===== config.mk =====
export PLATFORM = sky130hd
export DESIGN_NAME = bmult_pipe_hs
export DESIGN_NICKNAME = d
export VERILOG_FILES = /design/src/rtl/bmult_pipe_hs.sv
export SDC_FILE = /design/constraint.sdc
export NUM_CORES = 2
export LEC_CHECK = 0
export ABC_AREA = 1
export BUFFER_PORTS_ARGS = -buffer_cell sky130_fd_sc_hd__buf_2
export CELL_PAD_IN_SITES_DETAIL_PLACEMENT = 2
export CELL_PAD_IN_SITES_GLOBAL_PLACEMENT = 2
export CORE_MARGIN = 1.5
export CORE_UTILIZATION = 40
export CTS_CLUSTER_SIZE = 24
export DETAILED_ROUTE_END_ITERATION = 16
export PLACE_DENSITY = 0.85
export SLEW_MARGIN = 20
export SYNTH_ARGS = -nofsm -noshare
export SYNTH_HDL_FRONTEND = slang
export SYNTH_SLANG_ARGS = --single-unit

===== constraint.sdc =====
create_clock -name clk -period 2.01 [get_ports clk]
set_input_delay 0.5025 -clock clk [delete_from_list [all_inputs] [get_ports clk]]
set_output_delay 0.5025 -clock clk [all_outputs]
set_load 0.03 [all_outputs]

===== src/rtl/bmult_pipe_hs.sv =====
// Pipelined WIDTH x WIDTH multiplier with valid/ready handshakes on both sides.
// Signed or unsigned per transaction; a sideband tag travels alongside each product.
module bmult_pipe_hs #(
    parameter int unsigned WIDTH  = 32,
    parameter int unsigned STAGES = 3,
    parameter int unsigned TAG_W  = 4
) (
    input  logic                 clk,
    input  logic                 rst_n,
    input  logic                 in_valid,
    output logic                 in_ready,
    input  logic [WIDTH-1:0]     a,
    input  logic [WIDTH-1:0]     b,
    input  logic                 signed_mode,
    input  logic [TAG_W-1:0]     in_tag,
    output logic                 out_valid,
    input  logic                 out_ready,
    output logic [2*WIDTH-1:0]   p,
    output logic [TAG_W-1:0]     out_tag
);

    localparam int unsigned PW = 2 * WIDTH;

    logic [STAGES-1:0] vld_q;
    logic [PW-1:0]     prod_q [STAGES];
    logic [TAG_W-1:0]  tag_q  [STAGES];

    logic          adv;
    logic [PW-1:0] a_ext;
    logic [PW-1:0] b_ext;
    logic [PW-1:0] prod_in;

    // The whole pipeline moves together; only a held output result stalls it.
    assign adv      = !(vld_q[STAGES-1] && !out_ready);
    assign in_ready = adv;

    // Extending to 2*WIDTH first makes the low half of the product exact in both modes.
    always_comb begin
        a_ext   = signed_mode ? {{WIDTH{a[WIDTH-1]}}, a} : {{WIDTH{1'b0}}, a};
        b_ext   = signed_mode ? {{WIDTH{b[WIDTH-1]}}, b} : {{WIDTH{1'b0}}, b};
        prod_in = a_ext * b_ext;
    end

    always_ff @(posedge clk or negedge rst_n) begin
        if (!rst_n) begin
            vld_q[0]  <= 1'b0;
            prod_q[0] <= '0;
            tag_q[0]  <= '0;
        end else if (adv) begin
            vld_q[0] <= in_valid;
            if (in_valid) begin
                prod_q[0] <= prod_in;
                tag_q[0]  <= in_tag;
            end
        end
    end

    for (genvar i = 1; i < STAGES; i++) begin : g_stage
        always_ff @(posedge clk or negedge rst_n) begin
            if (!rst_n) begin
                vld_q[i]  <= 1'b0;
                prod_q[i] <= '0;
                tag_q[i]  <= '0;
            end else if (adv) begin
                vld_q[i] <= vld_q[i-1];
                if (vld_q[i-1]) begin
                    prod_q[i] <= prod_q[i-1];
                    tag_q[i]  <= tag_q[i-1];
                end
            end
        end
    end

    // Data only loads behind a valid item, so the last delivered result persists when idle.
    assign out_valid = vld_q[STAGES-1];
    assign p         = prod_q[STAGES-1];
    assign out_tag   = tag_q[STAGES-1];

endmodule


==> results.py, run 1 <==
metrics = {
    "outcome": {
        "stop_stage": "clock tree synthesis",
        "tool.error": "[ERROR DPL-0033] detailed placement checks failed during check placement.",
        "status": "aborted with a tool error",
    },
    "synth": {
        "synth_top_family_by_area": "adder cells",
        "synth_nets": 8635,
        "async_flop_share_pct": 100,
        "synthAdderAreaFrac_pct": 55.6,
        "synth-compound-area-share_pct": 2.74,
        "post_synth.cell_area_avg_um2": 8.48,
        "synth-edff-count": 0,
        "yosys.area_share.simple_pct": 12.7,
        "synth_xor_area_share_pct": 0.785,
        "ys_top_cells_by_area": "fa_1 (49%), inv_1 (15%), nand2_1 (9.2%)",
        "syn-cell-area_mm2": 0.0580,
        "yosys.area.top_type": "fa_1",
        "yosysWarnings": 0,
        "yosys.area.top_type_share_pct": 48.8,
        "seq_area_frac_synth_pct": 8.93,
        "ys.flop_type": "dfrtp_1",
        "synth_cell_types": 52,
        "synthCells": 6835,
        "synth_mux_area_share_pct": 1.84,
        "ys_seq_elements": 207,
    },
    "place": {
        "placed_cells": 9390,
        "portBuffers": 142,
        "globalplace.congestion": 0.939,
        "hpwl_um": 275000,
        "dpl-instance-area_mm2": 0.0685,
    },
    "clock_tree": {
        "clock_path_buffers": 3,
        "cts_made_buffers": 21,
        "cts.sinks": 207,
        "cts_resized": 1288,
        "cts_hold_buf": 1,
        "root_buffer": "clkbuf_16",
        "h-tree-depth": 1,
        "postCtsSetupBuffers": 176,
    },
    "die": {
        "dieWidth_um": 384,
        "rows": 139,
        "pin_count": 143,
        "initial_core_util_pct": 40.4,
        "die-height_um": 384,
    },
}
-- per-stage QoR --
stage               setup WS [ns]  util, %  hold slack (ns)  TNS (ns)
floorplan                   -6.04        -            0.207   -295.04
global placement            -6.92     47.7            0.463   -367.18
detailed placement          -7.89     47.7            0.478   -405.07
-- cell usage after synthesis (30+ instances only) --
| cell | n |
|---|---|
| buf_4 | 68 |
| xnor2_1 | 30 |
| dfrtp_1 | 207 |
| nand3_1 | 101 |
| nand2_1 | 1417 |
| fa_1 | 1414 |
| inv_1 | 2276 |
| o21ai_0 | 134 |
| mux2_2 | 95 |
| ha_1 | 313 |
| clkbuf_1 | 239 |
| nor2_1 | 238 |
| a21oi_1 | 87 |
-- logic make-up after synthesis --
group / after synthesis
AOI/OAI and AO/OA: 286
xor gates and xnor gates: 52
adders and majority gates: 1727
buffers and inverters: 2615
DFF: 207
muxes: 95
and+or+nand+nor: 1853
==> run 2, diff against run 1 <==
--- a/config.mk
+++ b/config.mk
@@ -7,13 +7,10 @@
 export LEC_CHECK = 0
 export ABC_AREA = 1
 export BUFFER_PORTS_ARGS = -buffer_cell sky130_fd_sc_hd__buf_2
-export CELL_PAD_IN_SITES_DETAIL_PLACEMENT = 2
-export CELL_PAD_IN_SITES_GLOBAL_PLACEMENT = 2
 export CORE_MARGIN = 1.5
-export CORE_UTILIZATION = 40
-export CTS_CLUSTER_SIZE = 24
+export CORE_UTILIZATION = 25
 export DETAILED_ROUTE_END_ITERATION = 16
-export PLACE_DENSITY = 0.85
+export PLACE_DENSITY_LB_ADDON = 0.15
 export SLEW_MARGIN = 20
 export SYNTH_ARGS = -nofsm -noshare
 export SYNTH_HDL_FRONTEND = slang
==> results.py, run 2 <==
metrics = {
    "die": {
        "die-height_um": 485,
        "pin_count": 143,
        "coreArea_mm2": 0.230,
        "initial_core_util_pct": 25.2,
        "rows": 176,
        "dieWidth_um": 485,
        "dieArea_mm2": 0.235,
    },
    "place": {
        "dpl-instance-area_mm2": 0.0703,
        "post-place-ws_ns": -7.25,
        "globalplace.congestion": 0.872,
        "portBuffers": 142,
        "hpwl_um": 189000,
    },
    "clock_tree": {
        "root_buffer": "clkbuf_16",
        "cts.sinks": 207,
        "h-tree-depth": 1,
        "clock_path_buffers": 3,
        "insertion_delay_ns": 0.56,
        "cts.clk_slew.worst_paths_ns": 0.06,
        "cts_made_buffers": 25,
        "cts_tree": "built",
    },
    "detailed_routing": {
        "drt-pass1-iter-count": 7,
        "dr_total_vias": 44200,
        "drt-initial-drc-count": 2011,
        "via_per_inst": 4.11,
        "routed_wl_um": 209000,
        "antenna_left": 0,
        "drc_errors": 0,
        "wl_per_cell_um": 19.4,
    },
    "critical_path": {
        "r2r_end": "prod_q[172]",
        "cpPeakStageDelay_ns": 0.60,
        "critPathRequiredTime_ns": 2.47,
        "cp_max_fo": 8,
        "cp-startpoint": "signed_mode",
        "startpoint_type": "input pin",
        "critPathSlowestCell": "fa_1",
        "endpoint": "prod_q[189]",
        "worst-setup-path-type": "in -> reg",
        "path_common_cell": "fa_1",
        "rr_worst_depth": 9,
        "ff2ff_setup_slack_ns": 0.40,
        "r2r_start": "out_valid",
        "cp-end-kind": "register",
        "cp.arrival_ns": 8.38,
    },
    "synth": {
        "synth_nets": 8635,
        "ys_top_cells_by_area": "fa_1 (49%), inv_1 (15%), nand2_1 (9.2%)",
        "synth.most_common_cell": "inv_1",
        "synthTopCellsByCount": "inv_1 (2276), nand2_1 (1417), fa_1 (1414), ha_1 (313), clkbuf_1 (239)",
        "yosys.area.top_type_share_pct": 48.8,
        "async_flop_share_pct": 100,
        "synthCells": 6835,
        "ys.flop_type": "dfrtp_1",
        "yosysWarnings": 0,
        "ys_seq_elements": 207,
        "seq_area_frac_synth_pct": 8.93,
        "post_synth.cell_area_avg_um2": 8.48,
        "syn-cell-area_mm2": 0.0580,
        "synth-edff-count": 0,
        "synth_cell_types": 52,
        "yosys.area.top_type": "fa_1",
    },
    "timing": {
        "hold_violations": 0,
        "grt_setup_unrepaired": "yes",
        "setup_ws_ns": -5.91,
        "fmax_mhz": 126,
        "fin_crit_sh_pct": 394,
        "slew_viol_final": 0,
        "finalSetupViolCount": 61,
        "min_period_ns": 7.92,
        "fin_tns_setup_ns": -309.81,
        "tightest_slew_ns": 0.497,
        "fin_skew_ns": 0.0335,
        "max-slew-margin-rel_pct": 66.9,
        "hold-worst-slack_ns": 0.164,
    },
    "cells_and_area": {
        "largest-register": "prod_q",
        "largest_reg_flops": 128,
        "fin_area_mm2": 0.0764,
        "nNetsFinal": 9508,
        "syn_to_final_growth_pct": 31.8,
        "drive_above_1_share_pct": 29.1,
        "nFillCells": 24300,
        "final_cell_mix": "inv_1 (2117), nand2_1 (1276), fa_1 (1268), buf_4 (805), ha_1 (219)",
        "final_common_cell": "inv_1",
    },
    "flow_run": {
        "cap_violations": 0,
    },
    "hold_path": {
        "hp-class": "in -> reg",
    },
    "grt": {
        "grt_max_degree": 60,
        "grt_antenna_before_repair": 16,
        "grt_usage_pct": 18.2,
        "overflow": 0,
        "grt-busiest-layer": "met2",
        "grt_pass1_wl_um": 321000,
        "grt_use_met2_pct": 32.5,
        "met1_usage_pct": 25.1,
        "grtUsageMet3_pct": 0.609,
        "grt_pass1_vias": 50100,
    },
    "outcome": {
        "violations": "negative setup slack",
        "status": "complete, but fails checks",
    },
}
run 2: cell counts after synthesis:
Identical to the previous run, type by type.
run 2: metrics by stage:
stage	util (%)	std cells
after floorplan	-	6835
after global placement	30.5	10600
after detailed placement	30.5	10600
after CTS	32.3	10700
after global routing	33.2	10700
final	33.2	10800
run 2: cell families after synthesis:
logic type | count (synthesis) | share of synthesized area [%]
AND/OR/NAND/NOR | 1853 | 12.7
buffers and inverters | 2615 | 17.4
multiplexers | 95 | 1.84
flip-flops | 207 | 8.93
adder cells (fa/ha/maj) | 1727 | 55.6
AO/OA/AOI/OAI | 286 | 2.74
XOR/XNOR | 52 | 0.785
run 2: worst min path at each step:
stage / start / slack [ns] / depth (start not counted) / endpoint
final: in_tag[0] / 0.16 / 3 / tag_q[8]
after global routing: in_tag[0] / 0.16 / 3 / tag_q[8]
after CTS: in_tag[0] / 0.14 / 3 / tag_q[8]
after detailed placement: prod_q[105] / 0.47 / 2 / prod_q[105]
after global placement: prod_q[105] / 0.47 / 2 / prod_q[105]
after floorplan: rst_n / 0.21 / 0 / out_tag[0]
run 2: area by class of cell:
type	count	area [um2]	area share, %
clock buffers	37	721	0.943
repair buffers	1172	10700	14.1
well taps	3026	3790	4.95
diodes	4	10.0	0.0131
flip-flops and latches	207	5180	6.78
multi-input cells	4013	47300	61.9
inverters	2289	8640	11.3
clock inverters	5	68.8	0.0900
run 2: repair_timing:
item,in CTS,in global routing
pin swaps,179,358
endpoints found under the hold margin,48,0
gates resized for setup,667,466
setup endpoints to repair,63,63
setup buffers,79,60
gates cloned,4,3
hold buffers,1,0
run 2: metal layers:
metal  wire, um  vias to the layer above  share of wire [%]
met2     104000                      563                 50
met5         41                        -              0.020
li1           -                    20700                  -
met1      97000                    22900                 46
met3       4580                      127                2.2
met4       2920                        6                1.4
run 2: critical path, delay by kind of cell:
family	cells	cell delay, ns
compound gates	5	0.63
simple gates	5	0.37
buf+inv	13	1.37
fa+ha+maj	11	5.45
Power of run 2 is not shown: default switching activity piles up to over one toggle a cycle in this logic, so the estimate is an artifact.
